==> src/rtl/coin_start_front.sv <==
// coin_start_front: synchronizes and debounces coin/start inputs, keeps a saturating credit count,
// and drives fsm_ctrl's coin/start with a hold-until-acknowledged handshake. Optional macro: SESSION_TIMEOUT_EN.
`default_nettype none

module coin_start_front #(
  parameter int DEBOUNCE_CYCLES = 4,
  parameter int CREDIT_W        = 3,
  parameter int MAX_CREDIT      = 7,
  parameter int TIMEOUT_CYCLES  = 64
) (
  input  logic                clk,
  input  logic                rst,
  input  logic                coin_raw,
  input  logic                start_raw,
  input  logic                lock,
  input  logic                unlock,
  output logic                coin,
  output logic                start,
  output logic [CREDIT_W-1:0] credit,
  output logic                credit_full,
  output logic                overflow,
  output logic                timeout
);

  localparam int                  DW   = $clog2(DEBOUNCE_CYCLES + 1);
  localparam logic [CREDIT_W-1:0] MAXC = CREDIT_W'(MAX_CREDIT);

  typedef enum logic [1:0] {IDLE, COIN_REQ, SESSION, START_REQ} state_t;

  // Bit 0 is the coin channel, bit 1 the start channel.
  logic [1:0]    sync1_q, sync2_q, deb_q, ev_q;
  logic [DW-1:0] cnt_q [2];

  state_t              state_q, state_d;
  logic                pend_q, pend_d;
  logic [CREDIT_W-1:0] credit_q, credit_d;
  logic                overflow_q, overflow_d;
  logic                coin_q, start_q;
  logic                timeout_q, timeout_d;
  logic                dec, expire;
  logic                coin_ev, start_ev;

  assign coin_ev  = ev_q[0];
  assign start_ev = ev_q[1];

  always_ff @(posedge clk) begin
    if (rst) begin
      sync1_q  <= '0;
      sync2_q  <= '0;
      deb_q    <= '0;
      ev_q     <= '0;
      cnt_q[0] <= '0;
      cnt_q[1] <= '0;
    end else begin
      sync1_q <= {start_raw, coin_raw};
      sync2_q <= sync1_q;
      ev_q    <= '0;
      for (int i = 0; i < 2; i++) begin
        if (sync2_q[i] == deb_q[i]) begin
          cnt_q[i] <= '0;
        end else if (cnt_q[i] == DW'(DEBOUNCE_CYCLES - 1)) begin
          // The edge on which the counter would reach the threshold is the flip edge.
          cnt_q[i] <= '0;
          deb_q[i] <= sync2_q[i];
          ev_q[i]  <= sync2_q[i];
        end else begin
          cnt_q[i] <= cnt_q[i] + 1'b1;
        end
      end
    end
  end

`ifdef SESSION_TIMEOUT_EN
  localparam int TW = $clog2(TIMEOUT_CYCLES + 1);
  logic [TW-1:0] tmo_q;

  always_ff @(posedge clk) begin
    if (rst || state_q != SESSION) begin
      tmo_q <= '0;
    end else begin
      tmo_q <= tmo_q + 1'b1;
    end
  end

  assign expire = (state_q == SESSION) && (tmo_q == TW'(TIMEOUT_CYCLES - 1));
`else
  assign expire = 1'b0;
`endif

  always_comb begin
    state_d   = state_q;
    pend_d    = 1'b0;
    dec       = 1'b0;
    timeout_d = 1'b0;
    case (state_q)
      IDLE: begin
        if (credit_q != '0 && lock) begin
          state_d = COIN_REQ;
          dec     = 1'b1;
        end
      end
      COIN_REQ: begin
        if (unlock) begin
          state_d = SESSION;
          pend_d  = start_ev;
        end
      end
      SESSION: begin
        // A real start press wins over a simultaneous timeout expiry.
        if (start_ev || pend_q) begin
          state_d = START_REQ;
        end else if (expire) begin
          state_d   = START_REQ;
          timeout_d = 1'b1;
        end
      end
      START_REQ: begin
        if (lock) begin
          state_d = IDLE;
        end
      end
      default: state_d = IDLE;
    endcase
  end

  always_comb begin
    credit_d   = credit_q;
    overflow_d = 1'b0;
    if (coin_ev && !dec) begin
      if (credit_q == MAXC) begin
        overflow_d = 1'b1;
      end else begin
        credit_d = credit_q + 1'b1;
      end
    end else if (dec && !coin_ev) begin
      credit_d = credit_q - 1'b1;
    end
  end

  always_ff @(posedge clk) begin
    if (rst) begin
      state_q    <= IDLE;
      pend_q     <= 1'b0;
      credit_q   <= '0;
      overflow_q <= 1'b0;
      coin_q     <= 1'b0;
      start_q    <= 1'b0;
      timeout_q  <= 1'b0;
    end else begin
      state_q    <= state_d;
      pend_q     <= pend_d;
      credit_q   <= credit_d;
      overflow_q <= overflow_d;
      coin_q     <= (state_d == COIN_REQ);
      start_q    <= (state_d == START_REQ);
      timeout_q  <= timeout_d;
    end
  end

  assign coin        = coin_q;
  assign start       = start_q;
  assign credit      = credit_q;
  assign credit_full = (credit_q == MAXC);
  assign overflow    = overflow_q;
  assign timeout     = timeout_q;

endmodule

`default_nettype wire

==> config.mk <==
export PLATFORM = sky130hd
export DESIGN_NAME = coin_start_front
export DESIGN_NICKNAME = d
export VERILOG_FILES = /design/src/rtl/coin_start_front.sv
export SDC_FILE = /design/constraint.sdc
export NUM_CORES = 1
export LEC_CHECK = 0
export CAP_MARGIN = 20
export CORE_AREA = 2 2 47 49
export DETAILED_ROUTE_END_ITERATION = 12
export DIE_AREA = 0 0 49 51
export PLACE_DENSITY = 0.72
export SLEW_MARGIN = 20
export SYNTH_ARGS = -nofsm -noshare
export SYNTH_HDL_FRONTEND = slang
export SYNTH_SLANG_ARGS = --single-unit
export TNS_END_PERCENT = 10
==> constraint.sdc <==
create_clock -name clk -period 2.67 [get_ports clk]
set_clock_uncertainty 0.2 [all_clocks]
set_input_delay 0.801 -clock clk [delete_from_list [all_inputs] [get_ports clk]]
set_output_delay 0.801 -clock clk [all_outputs]
set_load 0.05 [all_outputs]
==> results.sh, run 1 <==
export IMPL_synth_compound_area_share=0.0209
export IMPL_synth_top_area_cell="dfxtp_1"
export IMPL_design_final_nets=122
export IMPL_finalSetupViolations=0
export IMPL_hold_viol=0
export IMPL_drc=0
export IMPL_wl_per_cell_um=9.20
export IMPL_dp_final_hpwl_um=986
export IMPL_timing_rr_start="credit[0]"
export IMPL_postCtsSetupBuffers=0
export IMPL_yosys_area_share_simple=0.225
export IMPL_syn_inst=89
export IMPL_grt_pass1_wl_mm=2.28
export IMPL_worstMarginPinSlew_ns=0.496
export IMPL_ctsResizeCount=0
export IMPL_synthXorXnorAreaFrac=0.0183
export IMPL_holdBufCountCts=0
export IMPL_fp_dieH_um=51
export IMPL_path_class="reg2out"
export IMPL_required_ns=1.67
export IMPL_grt_max_degree=13
export IMPL_start_util=0.464
export IMPL_drv_cap=0
export IMPL_grt_pass1_vias=584
export IMPL_layout_area_seq_um2=520
export IMPL_routed_wl_mm=1.27
export IMPL_synth_top_cell_area_share=0.356
export IMPL_dieArea_um2=2500
export IMPL_slew_headroom=0.668
export IMPL_status="completed"
export IMPL_synthAdderAreaFrac=0.0732
export IMPL_multi_input_area_um2=422
export IMPL_io_buffers=12
export IMPL_syn_area_um2=957
export IMPL_clock_fmax_mhz=385
export IMPL_firstDrtPassIters=1
export IMPL_antenna_found_initial=0
export IMPL_cts_buffers=3
export IMPL_cts_tree="yes"
export IMPL_muxShareOfSynthArea=0.0758
export IMPL_gr_total_overflow=0
export IMPL_nFillCells=209
export IMPL_crit_arrival_ns=1.59
export IMPL_num_antenna_cells=0
export IMPL_slew_violations=0
export IMPL_vias=633
export IMPL_ys_warn_count=0
export IMPL_syn_to_final_growth_pct=21.4
export IMPL_grtUsageTotal=0.119
export IMPL_ir_drop_mv=0.464
export IMPL_clkLatencyLatePin_ns=0.29
export IMPL_crit_start="credit[0]"
export IMPL_place_congestion=0.734
export IMPL_hold_path_class="reg2reg"
export IMPL_synth_avg_cell_area_um2=10.8
export IMPL_rows=17
export IMPL_dp_cells=134
export IMPL_die_w_um=49
export IMPL_cts_clk_slew_worst_paths_ns=0.12
export IMPL_fin_crit_sh=0.972
export IMPL_crit_buf_inv=1
export IMPL_worstPathCellList="clkdlybuf4s50_1"
export IMPL_fin_setup_tns_ns=0
export IMPL_cp_slowest_cell="clkdlybuf4s50_1"
export IMPL_ant_nets=0
export IMPL_synth_area_leaders="dfxtp_1 36%, edfxtp_1 19%, nor2_1 5.5%"
export IMPL_rsz0062_at_grt="no"
export IMPL_drive_gt1_frac=0.100
export IMPL_drt_initial_drc_count=0
export IMPL_worst_setup_path_end_kind="output pin"
export IMPL_min_from="sync1_q[1]"
export IMPL_layout_common_cells="17 x dfxtp_1, 14 x nor2_1, 11 x clkdlybuf4s50_1"
export IMPL_clock_path_buffers=2
export IMPL_max_stage_delay_ns=0.84
export IMPL_critPathLaunchType="flip-flop"
export IMPL_yosysSeqAreaShare=0.544
export IMPL_fin_crit_ns=2.59
export IMPL_h_tree_depth=1
export IMPL_layout_commonest_cell="dfxtp_1"
export IMPL_path_delay_family="buffers and inverters"
export IMPL_via_per_inst=4.59
export IMPL_synth_top_family_by_area="simple AND/OR/NAND/NOR gates"
export IMPL_core_area_um2=2060
export IMPL_clock_sinks=23
export IMPL_ios=14
export IMPL_clk_root_buffer_cell="clkbuf_4"
export IMPL_synth_cell_types=29
export IMPL_path_max_fanout=6
export IMPL_power_leakage_nw=0.484
export IMPL_synth_seq_cells=23
export IMPL_power_density_nw_per_um2=762
export IMPL_layoutNonFillerInstCount=138
flip-flops by register name (all words and copies together), names as in the netlist:
name	flops
pend_q	1
sync1_q	2
coin	1
ev_q	2
sync2_q	2
state_q	2
deb_q	2
start	1
cnt_q	6
credit	3
overflow	1
path summary, 6_finish.rpt:
check	to	slack, ns	cells past startpoint
setup / recovery	credit[0]	0.08	1
hold / removal	sync2_q[1]	0.25	1
setup reg to reg	credit[2]	0.38	7
hold reg to reg	sync2_q[1]	0.25	1
power breakdown:
part | internal [mW] | leakage, nW | switching, mW
Combinational | 0.132 | 0.269 | 0.165
Sequential | 0.396 | 0.200 | 0.0385
Clock | 0.0580 | 0.0150 | 0.0958
Total | 0.585 | 0.484 | 0.300
cells in the mapped netlist (all sizes together):
cell type	instances
a21oi	1
a31oi	1
and2	1
and2b	1
and3	1
buf	1
clkbuf	2
conb	2
dfxtp	17
edfxtp	6
fa	1
ha	4
inv	5
mux2	2
mux2i	5
nand2	4
nand2b	2
nand3	2
nor2	14
nor2b	6
nor3	1
nor4b	1
nor4bb	2
o311ai	1
or3	3
or3b	1
xnor2	2
per-stage QoR:
| step | setup slack (ns) | hold WS [ns] | utilization | instance area (µm²) | power (mW) |
|---|---|---|---|---|---|
| 2_1_floorplan | 0.202 | 0.214 | - | 976 | 0.651 |
| 3_3_place_gp | -0.0536 | 0.219 | 0.551 | 1140 | 0.738 |
| 3_5_place_dp | -0.105 | 0.229 | 0.551 | 1140 | 0.743 |
| 4_1_cts | 0.0586 | 0.257 | 0.563 | 1160 | 0.898 |
| 5_1_grt | 0.00177 | 0.270 | 0.563 | 1160 | 0.937 |
| 6_report | 0.0754 | 0.252 | 0.563 | 1160 | 0.885 |
logic make-up after synthesis:
logic type | after synthesis
simple gates | 39
flops | 23
buf+inv | 8
mux | 7
fa+ha+maj | 5
compound gates | 3
other cells | 2
xor+xnor | 2
area by class of cell:
class | count | area share
Sequential cell | 23 | 0.448
Clock buffer | 4 | 0.0226
Multi-Input combinational cell | 63 | 0.363
Inverter | 5 | 0.0161
Tap cell | 28 | 0.0301
Timing Repair Buffer | 15 | 0.121
routing by layer:
| layer | GRT usage | vias up | part of all wire |
|---|---|---|---|
| met3 | 0.0380 | 2 | 0.034 |
| met5 | 0 | - | 0 |
| met1 | 0.134 | 287 | 0.47 |
| met2 | 0.210 | 11 | 0.49 |
| li1 | - | 333 | - |
| met4 | 0.0429 | 0 | 0.011 |
Power figures use the tool's default switching activity.
==> inputs of run 2 (changes only) <==
--- a/config.mk
+++ b/config.mk
@@ -6,10 +6,13 @@
 export NUM_CORES = 1
 export LEC_CHECK = 0
 export CAP_MARGIN = 20
-export CORE_AREA = 2 2 47 49
+export CELL_PAD_IN_SITES_DETAIL_PLACEMENT = 0
+export CELL_PAD_IN_SITES_GLOBAL_PLACEMENT = 1
+export CORE_AREA = 2 2 40 70
 export DETAILED_ROUTE_END_ITERATION = 12
-export DIE_AREA = 0 0 49 51
-export PLACE_DENSITY = 0.72
+export DIE_AREA = 0 0 42 72
+export GPL_TIMING_DRIVEN = 0
+export PLACE_DENSITY_LB_ADDON = 0.1
 export SLEW_MARGIN = 20
 export SYNTH_ARGS = -nofsm -noshare
 export SYNTH_HDL_FRONTEND = slang
==> results.sh, run 2 (synthesized netlist as in run 1, its figures left out) <==
export IMPL_drt_initial_drc_count=9
export IMPL_routed_wl_mm=1.36
export IMPL_status="completed"
export IMPL_layout_commonest_cell="dfxtp_1"
export IMPL_cp_slowest_cell="clkdlybuf4s50_1"
export IMPL_hold_viol=0
export IMPL_path_class="in2reg"
export IMPL_finalSetupViolations=0
export IMPL_ctsResizeCount=1
export IMPL_syn_to_final_growth_pct=21.6
export IMPL_ios=14
export IMPL_dp_cells=131
export IMPL_drv_cap=0
export IMPL_design_final_nets=121
export IMPL_clock_fmax_mhz=391
export IMPL_drc=0
export IMPL_finalHoldWorstSlack_ns=0.243
export IMPL_power_density_nw_per_um2=797
export IMPL_finalPower_uw=927
export IMPL_grt_pass1_wl_mm=2.46
export IMPL_num_antenna_cells=0
export IMPL_layout_common_cells="17 x dfxtp_1, 14 x nor2_1, 10 x clkdlybuf4s50_1"
export IMPL_hold_path_class="reg2reg"
export IMPL_core_area_um2=2430
export IMPL_start_util=0.394
export IMPL_firstDrtPassIters=4
export IMPL_grt_pass1_vias=620
export IMPL_stdcell_area_um2=1160
export IMPL_power_leakage_nw=0.487
export IMPL_antenna_found_initial=0
export IMPL_clock_sinks=23
export IMPL_slew_violations=0
export IMPL_largest_reg_flops=6
export IMPL_vias=645
export IMPL_rsz0062_at_grt="no"
export IMPL_path_max_fanout=4
export IMPL_grtUsageTotal=0.106
export IMPL_worst_slack_ns=0.113
export IMPL_cts_buffers=3
export IMPL_fp_dieH_um=72
export IMPL_layoutNonFillerInstCount=135
export IMPL_h_tree_depth=1
export IMPL_die_w_um=42
export IMPL_dieArea_um2=3020
export IMPL_crit_arrival_ns=2.51
export IMPL_clkLatencyLatePin_ns=0.26
export IMPL_via_per_inst=4.78
export IMPL_drive_gt1_frac=0.0826
export IMPL_worst_setup_path_end_kind="flip-flop"
export IMPL_rows=24
export IMPL_clock_path_buffers=2
export IMPL_postCtsSetupBuffers=0
export IMPL_fin_crit_sh=0.958
export IMPL_required_ns=2.62
export IMPL_holdBufCountCts=0
export IMPL_gr_total_overflow=0
export IMPL_grt_max_degree=14
export IMPL_dp_final_hpwl_mm=1.10
export IMPL_critPathLaunchType="input port"
export IMPL_clk_root_buffer_cell="clkbuf_8"
export IMPL_io_buffers=11
export IMPL_top_register="cnt_q"
export IMPL_cts_clk_slew_worst_paths_ns=0.08
export IMPL_place_ws_ns=-0.167
export IMPL_cts_tree="yes"
export IMPL_max_stage_delay_ns=0.44
export IMPL_wl_per_cell_um=10.0
export IMPL_ant_nets=0
export IMPL_fin_setup_tns_ns=0
export IMPL_utilization=0.478
export IMPL_ir_drop_mv=0.355
export IMPL_place_congestion=0.737
export IMPL_worstPathCellList="clkdlybuf4s50_1, nand3_2, nand2_1, fa_1, and3_1, mux2i_1, mux2_2"
export IMPL_fin_crit_ns=2.56
export IMPL_dpl_cell_area_um2=1120
run 2: cell types whose count changed in the layout (fill, tap and decap cells not counted):
cell             before  now
dlygate4sd2_1         0    1
buf_4                 4    1
clkinv_2              0    1
clkbuf_1              1    2
clkdlybuf4s50_1      11   10
clkbuf_4              3    0
clkbuf_8              0    3
run 2: cell type report:
| type | instances | area [µm²] |
|---|---|---|
| plain buffers | 3 | 15.0 |
| multi-input cells | 63 | 422 |
| flip-flops and latches | 23 | 520 |
| repair buffers | 11 | 109 |
| fillers | 237 | 1270 |
| clock inverters | 1 | 5.00 |
| clock buffers | 3 | 41.3 |
| inverters | 5 | 18.8 |
| well taps | 26 | 32.5 |
run 2: report_power, final:
group | leakage (nW) | total (mW) | switching (mW) | internal, mW
registers | 0.200 | 0.432 | 0.0367 | 0.396
clock network | 0.0255 | 0.208 | 0.104 | 0.104
logic | 0.262 | 0.287 | 0.166 | 0.121
run 2: path summary, 6_finish.rpt:
check             startpoint         end  slack [ns]  cells past startpoint
hold / removal    sync1_q[1]  sync2_q[1]        0.24                      1
hold reg to reg   sync1_q[1]  sync2_q[1]        0.24                      1
setup / recovery        lock   credit[2]        0.11                      7
setup reg to reg   credit[0]   credit[2]        0.31                      7
run 2: metal layers:
layer	wire length [µm]	GRT usage	vias to the layer above
met1	544	0.107	303
met5	0	0	-
met4	20	0.0645	0
li1	-	-	329
met3	55	0.0274	2
met2	736	0.191	11
run 2: worst max-delay path: cells and delay by family:
kind,cells,cell delay (ns)
muxes,2,0.49
buffers and inverters,1,0.44
and+or+nand+nor,3,0.40
adders and majority gates,1,0.38
==> inputs of run 3 (changes only) <==
==> constraint.sdc (replaced) <==
create_clock -name clk -period 2.67 [get_ports clk]
set_clock_uncertainty 0.2 [all_clocks]
set_input_delay 0.801 -clock clk [delete_from_list [all_inputs] [get_ports clk]]
set_output_delay 0.801 -clock clk [all_outputs]
set_load 0.005 [all_outputs]
==> results.sh, run 3 (synthesized netlist as in run 1, its figures left out) <==
export IMPL_switchingPower_uw=224
export IMPL_num_antenna_cells=0
export IMPL_syn_to_final_growth_pct=21.7
export IMPL_h_tree_depth=1
export IMPL_drv_cap=0
export IMPL_power_leakage_nw=0.483
export IMPL_holdBufCountCts=0
export IMPL_antenna_found_initial=0
export IMPL_worst_r2r_path_depth=7
export IMPL_ctsResizeCount=0
export IMPL_finalPower_uw=844
export IMPL_timing_rr_start="credit[0]"
export IMPL_dp_final_hpwl_mm=1.10
export IMPL_grt_pass1_wl_mm=2.46
export IMPL_ant_nets=0
export IMPL_drt_initial_drc_count=9
export IMPL_layoutNonFillerInstCount=135
export IMPL_grt_pass1_vias=620
export IMPL_die_w_um=42
export IMPL_clkLatencyLatePin_ns=0.26
export IMPL_postCtsSetupBuffers=0
export IMPL_fin_setup_tns_ns=0
export IMPL_ios=14
export IMPL_dp_cells=131
export IMPL_cts_buffers=3
export IMPL_firstDrtPassIters=4
export IMPL_grt_max_degree=14
export IMPL_vias=645
export IMPL_slew_violations=0
export IMPL_hold_path_class="reg2reg"
export IMPL_clk_root_buffer_cell="clkbuf_8"
export IMPL_wl_per_cell_um=10.1
export IMPL_design_final_nets=121
export IMPL_worst_r2r_endpoint="credit[2]"
export IMPL_r2r_slack_ns=0.31
export IMPL_fin_crit_ns=2.56
export IMPL_largest_reg_flops=6
export IMPL_dpl_cell_area_um2=1120
export IMPL_via_per_inst=4.78
export IMPL_clock_path_buffers=2
export IMPL_crit_arrival_ns=2.51
export IMPL_critPathLaunchType="input port"
export IMPL_worst_setup_path_end_kind="flip-flop"
export IMPL_drc=0
export IMPL_power_frac_seq=0.512
export IMPL_p_int_uw=620
export IMPL_grtUsageTotal=0.106
export IMPL_pwr_share_clk=0.247
export IMPL_met2_usage=0.191
export IMPL_start_util=0.394
export IMPL_core_area_um2=2430
export IMPL_path_max_fanout=4
export IMPL_drive_gt1_frac=0.0826
export IMPL_use_met1=0.107
export IMPL_ir_drop_mv=0.355
export IMPL_path_class="in2reg"
export IMPL_min_from="sync1_q[1]"
export IMPL_hold_viol=0
export IMPL_utilization=0.479
export IMPL_layout_common_cells="17 x dfxtp_1, 14 x nor2_1, 11 x clkdlybuf4s50_1"
export IMPL_finalSetupViolations=0
export IMPL_p_sw_frac=0.265
export IMPL_holdPathEnd="sync2_q[1]"
export IMPL_dieArea_um2=3020
export IMPL_worst_slack_ns=0.113
export IMPL_met3_usage=0.0274
export IMPL_holdPathStages=1
export IMPL_layout_commonest_cell="dfxtp_1"
export IMPL_rsz0062_at_grt="no"
export IMPL_finalHoldWorstSlack_ns=0.243
export IMPL_stdcell_area_um2=1160
export IMPL_p_comb_frac=0.241
export IMPL_status="completed"
export IMPL_routed_wl_mm=1.36
export IMPL_io_buffers=11
export IMPL_clock_sinks=23
export IMPL_fp_dieH_um=72
export IMPL_top_register="cnt_q"
export IMPL_fin_crit_sh=0.958
export IMPL_place_congestion=0.737
export IMPL_power_density_nw_per_um2=724
export IMPL_place_ws_ns=-0.167
export IMPL_clock_fmax_mhz=391
export IMPL_cts_tree="yes"
export IMPL_gr_max_usage_layer="met2"
export IMPL_nFillCells=237
export IMPL_required_ns=2.62
export IMPL_cts_clk_slew_worst_paths_ns=0.08
export IMPL_gr_total_overflow=0
export IMPL_rows=24
run 3: worst max-delay path by stage:
stage	endpoint	startpoint	cells after the start
3_5_place_dp	credit[2]	lock	7
3_3_place_gp	credit[2]	lock	7
5_1_grt	credit[2]	lock	7
6_report	credit[2]	lock	7
4_1_cts	credit[2]	lock	7
2_1_floorplan	credit[2]	lock	6
run 3: power by group through the flow:
stage	Clock [mW]	Sequential [mW]	Combinational, mW
floorplan	0	0.438	0.130
global placement	0	0.441	0.202
detailed placement	0	0.442	0.208
CTS	0.215	0.434	0.208
global route	0.229	0.443	0.229
finish	0.208	0.432	0.203
run 3: worst max-delay path, stage by stage:
cell,delay [ns]
clkdlybuf4s50_1,0.44
nand3_2,0.13
nand2_1,0.10
fa_1,0.38
and3_1,0.17
mux2i_1,0.15
mux2_2,0.34
run 3: final cells by class:
| cell class | count | area [µm²] | share of cell area |
|---|---|---|---|
| clock buffers | 3 | 41.3 | 0.0354 |
| inverters | 5 | 18.8 | 0.0161 |
| flip-flops and latches | 23 | 520 | 0.447 |
| well taps | 26 | 32.5 | 0.0279 |
| clock inverters | 1 | 5.00 | 0.00430 |
| multi-input cells | 63 | 422 | 0.362 |
| plain buffers | 3 | 15.0 | 0.0129 |
| repair buffers | 11 | 110 | 0.0945 |
run 3: layer usage:
metal	wire [µm]	up-vias	share of wire
li1	-	329	-
met1	544	303	0.40
met2	736	11	0.54
met3	55	2	0.041
met4	20	0	0.015
met5	0	-	0
